## src/rtl/inst_fetch.sv

```systemverilog
// inst_fetch: owns the PC, runs a one-outstanding fetch to instruction memory
// and holds the fetched word in a one-entry buffer for decode.
module inst_fetch #(
  parameter logic [31:0] RESET_PC = 32'h0000_0000,
  parameter logic [31:0] NOP_INST = 32'h0000_0013
) (
  input  logic        clk,
  input  logic        rst_n,
  output logic        imem_req,
  output logic [31:0] imem_addr,
  input  logic        imem_gnt,
  input  logic        imem_rvalid,
  input  logic [31:0] imem_rdata,
  input  logic        redirect_valid,
  input  logic [31:0] redirect_pc,
  output logic        if_valid,
  input  logic        if_ready,
  output logic [31:0] if_inst,
  output logic [31:0] if_pc,
  output logic [6:0]  if_opcode
);
  typedef enum logic [1:0] {IDLE, REQ, WAIT} state_e;
  localparam logic [31:0] ALIGN = 32'hFFFF_FFFC;
  state_e      state_q, state_d;
  logic [31:0] pc_q, pc_d, addr_q, addr_d, inst_q, inst_d, ipc_q, ipc_d;
  logic        full_q, full_d, drop_q, drop_d;
  logic        xfer;
  assign if_valid  = full_q & ~redirect_valid;
  assign xfer      = if_valid & if_ready;
  assign imem_req  = (state_q == REQ);
  assign imem_addr = addr_q;
  assign if_inst   = inst_q;
  assign if_pc     = ipc_q;
  assign if_opcode = inst_q[6:0];
  always_comb begin
    state_d = state_q;
    pc_d    = pc_q;
    addr_d  = addr_q;
    inst_d  = inst_q;
    ipc_d   = ipc_q;
    full_d  = xfer ? 1'b0 : full_q;
    drop_d  = drop_q;
    case (state_q)
      IDLE: state_d = (!full_q || xfer) ? REQ : IDLE;
      REQ:  state_d = imem_gnt ? WAIT : REQ;
      WAIT: if (imem_rvalid) begin
        state_d = IDLE;
        drop_d  = 1'b0;
        if (!drop_q && !redirect_valid) begin
          inst_d = imem_rdata;
          ipc_d  = pc_q;
          full_d = 1'b1;
          pc_d   = pc_q + 32'd4;
        end
      end
      default: state_d = IDLE;
    endcase
    // A redirect overrides any load; an in-flight request is marked for discard.
    if (redirect_valid) begin
      pc_d   = redirect_pc & ALIGN;
      full_d = 1'b0;
      inst_d = NOP_INST;
      if (state_q == REQ || (state_q == WAIT && !imem_rvalid)) drop_d = 1'b1;
    end
    if (state_q == IDLE && state_d == REQ) addr_d = pc_d;
  end
  always_ff @(posedge clk) begin
    if (!rst_n) begin
      state_q <= IDLE;
      pc_q    <= RESET_PC & ALIGN;
      addr_q  <= RESET_PC & ALIGN;
      inst_q  <= NOP_INST;
      ipc_q   <= RESET_PC & ALIGN;
      full_q  <= 1'b0;
      drop_q  <= 1'b0;
    end else begin
      state_q <= state_d;
      pc_q    <= pc_d;
      addr_q  <= addr_d;
      inst_q  <= inst_d;
      ipc_q   <= ipc_d;
      full_q  <= full_d;
      drop_q  <= drop_d;
    end
  end
endmodule

```

## config.mk

```make
export PLATFORM = sky130hd
export DESIGN_NAME = inst_fetch
export DESIGN_NICKNAME = d
export VERILOG_FILES = /design/src/rtl/inst_fetch.sv
export SDC_FILE = /design/constraint.sdc
export NUM_CORES = 1
export LEC_CHECK = 0
export CAP_MARGIN = 0
export CORE_MARGIN = 8
export CORE_UTILIZATION = 46
export DETAILED_ROUTE_END_ITERATION = 16
export PLACE_DENSITY = 0.78
export SLEW_MARGIN = 20
export SYNTH_ARGS = -nofsm -noshare
export SYNTH_HDL_FRONTEND = slang
export SYNTH_SLANG_ARGS = --single-unit
```

## constraint.sdc

```tcl
create_clock -name clk -period 3 [get_ports clk]
set_input_delay 0.6 -clock clk [delete_from_list [all_inputs] [get_ports clk]]
set_output_delay 0.6 -clock clk [all_outputs]
set_load 0.005 [all_outputs]
```

Word-level counts from Yosys, hierarchy flattened. Cells that the tools add are included. Widths: inputs -> output; s select.

Memories kept: 0. Bits of input ports: 70. Bits in latches: 0. Memory bits (writable): 0. Memory bits (read-only): 0. Register bits after elaboration: 132.

Div/mod/pow operators: 0. Add/subtract/negate cells: 1. Reduce and logical (&&, ||, !) cells: 12. $lt $le $gt $ge: 0. Shift operators: 0. Bitwise gates (word level): 4. Multiply operators: 0. Multiplexer cells: 16. Equality and inequality tests: 3.

Operator list (number): $mux 32 (4); $add 32x3->32 const B (1); $mux 1 (9); $pmux 2 s3 (1); $eq 2x1->1 const B (2); $logic_not 1->1 (4); $mux 2 (2); $logic_and 1x1->1 (3); $reduce_and 3->1 (1); $and 1x1->1 (2); $eq 2x2->1 const B (1); $logic_not 2->1 (1); $logic_or 1x1->1 (2); $not 1->1 (2); $reduce_or 2->1 (1).

Logic depth before layout (Yosys ltp).
Word-level depth: 8. Depth in mapped cells: 7. Gate-level depth less buffers: 6.

Worst setup path before layout. No wires, ideal clock.

Kind: input -> register. Start point: in redirect_valid. End point: reg addr_q[23] (netlist: imem_addr[23]). Buffers on the path: 0. Data arrival time: 2249 ps. Path slack: 664 ps. Stages: 5. Setup time: 87 ps. Cell sequence: nor4b_4 nand4_2 nor4b_4 mux2_4 o31ai_1.

Longest elaborated chain between the ends: 8. Elaborated cells between the ends (all ways): 14. Those cells by class: eq/ne (1); mux (6); bitwise (3); reduce/logical (4).

Ends and longest elaborated chain: from (decl) (line 14) `input logic redirect_valid,`; $not 1->1 (line 28) `assign if_valid = full_q & ~redirect_valid;`; $and 1x1->1 (line 28); $and 1x1->1 (line 29) `assign xfer = if_valid & if_ready;`; $logic_or 1x1->1 (line 44) `IDLE: state_d = (!full_q || xfer) ? REQ : IDLE;`; $mux 1 (line 44); $pmux 2 s3 (line 43) `case (state_q)`; $eq 2x1->1 (line 65) `if (state_q == IDLE && state_d == REQ) addr_d = pc_d;`; $logic_and 1x1->1 (line 65); to (signal assigned) (line 71) `addr_q <= RESET_PC & ALIGN;`; to (signal assigned) (line 79) `addr_q <= addr_d;`; to (decl) (line 25) `logic [31:0] pc_q, pc_d, addr_q, addr_d, inst_q, inst_d, ipc_q, ipc_d;`.

Parallel ways exist; a longest one is shown, timed or not. A chain may end at the register's enable or synchronous reset.

Worst setup path in the final report.
Start point: in imem_rvalid. End point: reg addr_q[21] (netlist: imem_addr[21]).

Longest elaborated chain between the ends: 4. Elaborated cells between the ends (all ways): 7. Those cells by class: eq/ne (1); mux (5); reduce/logical (1).

Ends and longest elaborated chain: from (decl) (line 12) `input logic imem_rvalid,`; $mux 2 (line 46) `WAIT: if (imem_rvalid) begin`; $pmux 2 s3 (line 43); $eq 2x1->1 (line 65); $logic_and 1x1->1 (line 65).

Parallel ways exist; a longest one is shown, timed or not.

==> summary.txt <==
Floorplan
  – Initial core utilization: between 40% and 50%
  – I/O pins: 175
  – Die Y: ~130 um
  – Die ar.: 15720 um^2
  – Die width: 125.4 um
  – Core Area: 11860 um^2
  – Row cnt: 40

Clock tree
  – CTS resizes: 0
  – Clk buf depth: 2
  – Clock slew at reported path FFs: about 0.060 ns
  – Latest clock arrival within the worst-skew pair: 0.41 ns
  – CTS Root Cell: clkbuf_16
  – CTS tree: done
  – Inserted Clock Buffers: 17
  – H-tree levels: 4
  – Post-CTS Setup Inserts: 0
  – Clock Sinks: 132
  – CTS Hold Bufs: 0

Synth
  – Synth Warn #: 0
  – Synthesized instance count: 665
  – Post-synth net total: 736
  – Post-synthesis sequential area ratio: roughly half
  – Post-synth EDFFs: 0
  – Mapped cell area: 5503 um^2
  – Syn_area_per_cell: 8.275 um^2
  – Synth Register Bits: 132
  – Most common cell in the netlist: nand2_1
  – Synth area leader: dfxtp_1
  – Main area contributors after synthesis: dfxtp_1, nand2_1, a21oi_1
  – Most common flop cell mapped by yosys: dfxtp_1
  – Synth top cells by count: nand2_1, dfxtp_1, a21oi_1
  – Async SR Flop Fraction: 0%
  – Synth cell types: 59
  – Top-area cell type share of the netlist area: 48.02%

STA
  – Final Max Slew Viols: 0
  – Fmax: roughly 400 MHz
  – RSZ-0062 raised after global routing: false
  – Max-slew headroom: 54.36%
  – Clk_skew: 0.007179 ns
  – Fin Setup TNS: 0 ns
  – Final hold vios: 0
  – Crit path time final: 2.479 ns
  – Final worst-path cycle share: 82.63%
  – Worst setup margin: 0.5211 ns
  – # setup viols final: 0
  – Worst Max-Slew Pin Slew: 0.6846 ns

Layout
  – Synth-to-Final Area Change: 43.29%
  – Layout cells sized above 1: 7.470%
  – Antenna diodes: 0
  – Final Util: 66.48%
  – Nets: 891

Place
  – Worst slack, placed: 0.1407 ns
  – GP Congestion: 0.8156
  – Port buffer count: about 170
  – HPWL Detailed: between 10 and 15 mm

GRT
  – Vias in the first global route: roughly 5500
  – Gr usage total: between 20% and 30%
  – Initial antenna violation count: 0
  – Pin count of the biggest net entering global routing: 65
  – Global-route wire length before repair: about 28 mm
  – Global route overflow: 0

Power
  – Peak VDD IR: 0.0003109 V
  – Cell Pwr Density: 556.7 nW/um^2
  – Total power: 4.390 mW
  – LEAKAGE: ~2.9 nW

Setup path
  – CP Launch Type: input pin
  – R2R cell count: 6
  – Crit path DAT: about 2.8 ns
  – Req. time, crit path: about 3.3 ns
  – Crit. End Element: register
  – Max FO, Critical Path: 5
  – Setup CP Type: in -> reg

Outcome
  – Run status: completed

Route
  – Final wirelength: 17.43 mm
  – Vias: 5424
  – Drt first pass iters: 7
  – Post-DR vias/cell: around 5.6
  – WL/cell: between 15 and 20 um
  – Antenna-violating nets left: 0
  – Drt drc: 0
  – 1st-iter DRT viols: 371

Hold path
  – Hold Path Class: reg -> reg
  – Hold path cells: 2

Run
  – Maxcap violations: 0
## through the flow
stage               cell area [um^2]  std cells  hold WS [ns]
floorplan                       5503        665        0.4274
global placement                7317        948        0.4413
detailed placement              7317        948        0.4462
CTS                             7885        977        0.4526
global route                    7885        977        0.4664
finish                          7885        977        0.4505
## registers in the layout (all words and copies together), names as in the netlist
register   cells
imem_addr     32
drop_q         1
full_q         1
pc_q          32
state_q        2
if_pc         32
if_inst       32
## per-layer routing
metal	up-vias	wire length (um)	track usage, %
li1	2625	-	-
met1	2589	7212	25.11
met2	186	8886	38.38
met3	24	1003	5.610
met4	0	325	8.739
met5	-	0	0
## final cells by class
| cell class | count | area [um^2] |
|---|---|---|
| Tap cell | 147 | 183.9 |
| Inverter | 4 | 15.01 |
| Fill cell | 982 | 3976 |
| Clock buffer | 25 | 495.5 |
| Sequential cell | 132 | 2643 |
| Clock inverter | 4 | 72.57 |
| Timing Repair Buffer | 190 | 1859 |
| Multi-Input combinational cell | 475 | 2616 |
## worst max-delay path, cell delays in order
cell	delay (ns)
clkdlybuf4s50_1	0.54
nor4b_4	0.32
nand4_2	0.27
buf_4	0.25
nor3b_1	0.22
mux2_2	0.38
o31ai_1	0.22
## cells by family after synthesis
group | after synthesis | share of synthesized area (%)
simple gates | 303 | 26.69
xor+xnor | 9 | 1.433
compound gates | 152 | 16.94
flops | 132 | 48.02
buf+inv | 58 | 4.616
fa+ha+maj | 1 | 0.2273
mux | 10 | 2.069
## cell usage in the layout, fill, tap and decap left out, types with 11 or more instances in the layout
| cell | Yosys | final |
|---|---|---|
| nand3_1 | 26 | 26 |
| nor2_1 | 35 | 34 |
| dfxtp_1 | 132 | 132 |
| buf_4 | 7 | 17 |
| a21oi_1 | 78 | 78 |
| nor3_1 | 18 | 18 |
| o31ai_1 | 17 | 17 |
| nand4_1 | 11 | 11 |
| nand2b_1 | 12 | 12 |
| clkbuf_16 | 0 | 17 |
| nand2_1 | 155 | 154 |
| o21ai_0 | 19 | 19 |
| clkdlybuf4s50_1 | 0 | 170 |
## path summary, 6_finish.rpt
path	start	slack (ns)	endpoint
max	imem_rvalid	0.52	imem_addr[21]
min	pc_q[0]	0.45	if_pc[0]
min reg2reg	pc_q[0]	0.45	if_pc[0]
max reg2reg	pc_q[2]	0.55	imem_addr[30]
## power by group
group / internal, mW / switching (mW)
clock: 1.30 / 0.709
sequential: 1.83 / 0.0816
combinational: 0.253 / 0.217
No activity file was read; power rests on OpenSTA's default activity.
==> variant 1, RTL diff (same settings) <==
Encoding of `state_e`: now one-hot (3 bits for 3 states).
--- a/src/rtl/inst_fetch.sv
+++ b/src/rtl/inst_fetch.sv
@@ -19,7 +19,7 @@
   output logic [31:0] if_pc,
   output logic [6:0]  if_opcode
 );
-  typedef enum logic [1:0] {IDLE, REQ, WAIT} state_e;
+  typedef enum logic [2:0] {IDLE = 3'b001, REQ = 3'b010, WAIT = 3'b100} state_e;
   localparam logic [31:0] ALIGN = 32'hFFFF_FFFC;
   state_e      state_q, state_d;
   logic [31:0] pc_q, pc_d, addr_q, addr_d, inst_q, inst_d, ipc_q, ipc_d;
Check against the original RTL: no difference found for any inputs over 4 cycles, from zero or initial values and one cycle with rst_n low; so few cycles prove little.
==> variant 1 against the original RTL <==
Setup slack got worse by 250 ps; clock skew rose by 2.2 ps; final area down 1.0%; sequential cell count grew 1; area after synthesis decreased by 1.5%; total power fell by 2.2%; routed wire length rose by 0.16%; worst hold slack gained 1.1 ps; maximum frequency decreased by 9.2%; critical path type is now input pin to output pin; critical endpoint is now if_valid.
==> variant 1: results (changes against the original RTL) <==
{| class="wikitable"
! Metric !! Value
|-
| Placed Cells incl. Taps || 952 (was 948)
|-
| Layout cells sized above 1 || 0.0703 (was 0.0747)
|-
| Instance area after placement || 7300 µm² (was 7320 µm²)
|-
| Count of cell types in the netlist || 57 (was 59)
|-
| Number of nets in the synthesized netlist || 737 (was 736)
|-
| GRT met1 Usage || 0.248 (was 0.251)
|-
| Worst vdd rail ir drop || 0.414 mV (was 0.311 mV)
|-
| First-pass iteration count of the detailed router || 5 (was 7)
|-
| Starting DRC count in detailed routing || 468 (was 371)
|-
| Met3 global-route usage || 0.0579 (was 0.0561)
|-
| Routed wirelength normalized by instance count || 17.8 µm (about the same)
|-
| Cells after synthesis || 666 (was 665)
|-
| Fillcell total || 935 (was 982)
|-
| Worst path arrival time || 2130 ps (was 2800 ps)
|-
| Final HPWL from detailed placement || 12500 µm (was 12300 µm)
|-
| Maximum clock skew at final layout || 9.37 ps (was 7.18 ps)
|-
| Pin count of the biggest net entering global routing || 64 (was 65)
|-
| Final #Nets || 899 (was 891)
|-
| Vias per cell || 5.61 (was 5.55)
|-
| Proportion of synthesized chip area in sequential cells || 0.491 (was 0.480)
|-
| First-pass GRT wire length || 27800 µm (was 28100 µm)
|-
| Seq cells post-synth || 133 (was 132)
|-
| Global-route usage over all layers || 0.219 (was 0.220)
|-
| Via count of the first global-routing pass || 5479 (was 5470)
|-
| Synth cell count leaders || 153 x sky130_fd_sc_hd__nand2_1, 133 x sky130_fd_sc_hd__dfxtp_1, 84 x sky130_fd_sc_hd__a21oi_1 (was 155 x sky130_fd_sc_hd__nand2_1, 132 x sky130_fd_sc_hd__dfxtp_1, 78 x sky130_fd_sc_hd__a21oi_1)
|-
| Result of the run || complete, no violations (unchanged)
|-
| Largest stage delay, worst path || 520 ps (was 540 ps)
|}
==> variant 1: metal layers <==
layer | vias to the layer above | routed length, µm | part of all wire
li1 | 2651 | - | -
met1 | 2576 | 7000 | 0.40
met2 | 248 | 8590 | 0.49
met3 | 37 | 1310 | 0.075
met4 | 0 | 560 | 0.032
met5 | - | 0 | 0
==> variant 1: kinds of logic (layout without fill, tap and decap cells) <==
logic type	after synthesis	in the layout	synth area share
adders and majority gates	1	1	0.00231
muxes	1	1	0.00185
buffers and inverters	62	235	0.0482
AOI/OAI and AO/OA	167	167	0.191
xor gates and xnor gates	8	8	0.0129
and+or+nand+nor	294	294	0.253
DFF	133	133	0.491
==> variant 1: final timing paths <==
check / start / to / slack, ps / cells after the start
worst max register to register: pc_q[4] / imem_addr[25] / 560 / 5
worst max-delay path: redirect_valid / if_valid / 270 / 5
worst min register to register: if_inst[9] / if_inst[9] / 450 / 2
worst min-delay path: if_inst[9] / if_inst[9] / 450 / 2
==> variant 1: area by class of cell <==
class,instances,area (µm²),share of cell area
Sequential cell,133,2660,0.341
Multi-Input combinational cell,471,2510,0.321
Timing Repair Buffer,197,1920,0.246
Clock buffer,25,475,0.0609
Tap cell,143,179,0.0229
Inverter,8,30.0,0.00385
Clock inverter,5,27.5,0.00353
==> variant 1: worst max-delay path, delay by kind of cell <==
kind / cells / cell delay, ps
buf+inv: 4 / 1380
simple gates: 1 / 150
==> variant 1: per-stage QoR <==
step	util	worst slack, ps	hold slack, ps
floorplan	-	611	427
global placement	0.637	132	441
detailed placement	0.637	91.3	445
CTS	0.681	281	454
global route	0.681	187	471
finish	0.681	271	452
==> variant 1: report_power, final <==
part	switching [mW]	internal, mW	total [mW]
Clock	0.705	1.08	1.79
Sequential	0.0886	1.86	1.95
Combinational	0.251	0.301	0.552
Total	1.04	3.25	4.29
==> variant 2, RTL diff (same settings) <==
Without the edit above. Set the parameter `NOP_INST` to 32'h00000010 (it was 32'h0000_0013).
--- a/src/rtl/inst_fetch.sv
+++ b/src/rtl/inst_fetch.sv
@@ -2,7 +2,7 @@
 // and holds the fetched word in a one-entry buffer for decode.
 module inst_fetch #(
   parameter logic [31:0] RESET_PC = 32'h0000_0000,
-  parameter logic [31:0] NOP_INST = 32'h0000_0013
+  parameter logic [31:0] NOP_INST = 32'h00000010
 ) (
   input  logic        clk,
   input  logic        rst_n,
Function: changed (Yosys sat finds a counterexample within 4 cycles, from zero or initial values and one cycle with rst_n low).
==> variant 2 against the original RTL <==
Routed wire length shrank 2.4%; combinational power shrank 2%; highest routed layer unchanged; total power shrank 1.6%; area after synthesis is essentially flat; register-to-register slack gained 100 ps; setup slack lost 8.7 ps; final area shrank 0.27%; sequential cell count is the same.
==> variant 2: results (changes against the original RTL) <==
{| class="wikitable"
! Metric !! Value
|-
| Result of the run || complete, no violations (unchanged)
|-
| Number of nets in the synthesized netlist || 737 (was 736)
|-
| Layout cells sized above 1 || 0.0758 (was 0.0747)
|-
| Transition time of the tightest slew-check pin || 922 ps (was 685 ps)
|-
| FF-to-FF setup slack || 650 ps (was 550 ps)
|-
| Final HPWL from detailed placement || 12100 µm (was 12300 µm)
|-
| Synth cell count leaders || 155 x sky130_fd_sc_hd__nand2_1, 132 x sky130_fd_sc_hd__dfxtp_1, 80 x sky130_fd_sc_hd__a21oi_1 (was 155 x sky130_fd_sc_hd__nand2_1, 132 x sky130_fd_sc_hd__dfxtp_1, 78 x sky130_fd_sc_hd__a21oi_1)
|-
| Clk cell area share || 0.0708 (was 0.0720)
|-
| Start point of the worst min-delay path || if_inst[14] (was pc_q[0])
|-
| Final-layout clock buffer total || 23 (was 25)
|-
| Post-Layout Cell Count || 978 (was 977)
|-
| Dpl ws || 191 ps (was 141 ps)
|-
| Pin count of the biggest net entering global routing || 55 (was 65)
|-
| Proportion of synthesized chip area in sequential cells || 0.480 (about the same)
|-
| Met2 Track Usage GR || 0.353 (was 0.384)
|-
| Net switching share of the total power || 0.240 (was 0.229)
|-
| Vias per cell || 5.56 (was 5.55)
|-
| Synth Area in Compound Gates || 0.171 (was 0.169)
|-
| Final WS setup || 512 ps (was 521 ps)
|-
| Placed Cells incl. Taps || 946 (was 948)
|-
| Synthesized-area fraction occupied by adder cells || 0.00227 (about the same)
|-
| First-pass iteration count of the detailed router || 4 (was 7)
|-
| Most area-consuming cells after synthesis || sky130_fd_sc_hd__dfxtp_1 48%, sky130_fd_sc_hd__nand2_1 11%, sky130_fd_sc_hd__a21oi_1 7.3%, sky130_fd_sc_hd__clkbuf_1 2.4%, sky130_fd_sc_hd__nor2_1 2.4% (was sky130_fd_sc_hd__dfxtp_1 48%, sky130_fd_sc_hd__nand2_1 11%, sky130_fd_sc_hd__a21oi_1 7.1%, sky130_fd_sc_hd__clkbuf_1 2.7%, sky130_fd_sc_hd__nor2_1 2.4%)
|-
| First-pass GRT wire length || 27500 µm (was 28100 µm)
|-
| Met3 Routed Length || 1230 µm (was 1000 µm)
|-
| Fillcell total || 978 (was 982)
|-
| Number of ordinary and repair buffers in the finished layout || 188 (was 190)
|-
| Cells after synthesis || 666 (was 665)
|-
| Multiplexer share of the synthesized area || 0.0207 (about the same)
|-
| Final #Nets || 889 (was 891)
|-
| Timing endpoint of the critical path || imem_addr[31] (was imem_addr[21])
|-
| Standby leakage power || 2.83 nW (was 2.86 nW)
|-
| Hold Slack || 454 ps (was 451 ps)
|-
| Via count of the first global-routing pass || 5413 (was 5470)
|}
==> variant 2: cell types whose count changed after synthesis, sizes merged <==
cell | unedited run | this run
a21oi | 78 | 80
nand3 | 26 | 24
clkbuf | 40 | 36
buf | 14 | 19
==> variant 2: power groups by stage <==
stage	clock (mW)	combinational, mW	sequential [mW]
global route	2.06	0.501	1.92
detailed placement	0	0.459	1.95
floorplan	0	0.213	1.92
CTS	1.97	0.463	1.91
global placement	0	0.450	1.95
finish	1.94	0.461	1.92
==> variant 2: cell families after synthesis <==
family,after synthesis
and+or+nand+nor,301
AOI/OAI and AO/OA,154
DFF,132
buffers and inverters,59
muxes,10
xor gates and xnor gates,9
adders and majority gates,1
==> variant 2: critical path: cells and delay by family <==
kind | cells | cell delay (ps)
mux | 1 | 350
simple gates | 3 | 1020
compound gates | 1 | 280
buf+inv | 1 | 540
==> variant 2: per-stage QoR <==
step	util	area (µm²)
global placement	0.616	7310
floorplan	-	5510
CTS	0.663	7860
global route	0.663	7860
detailed placement	0.616	7310
finish	0.663	7860
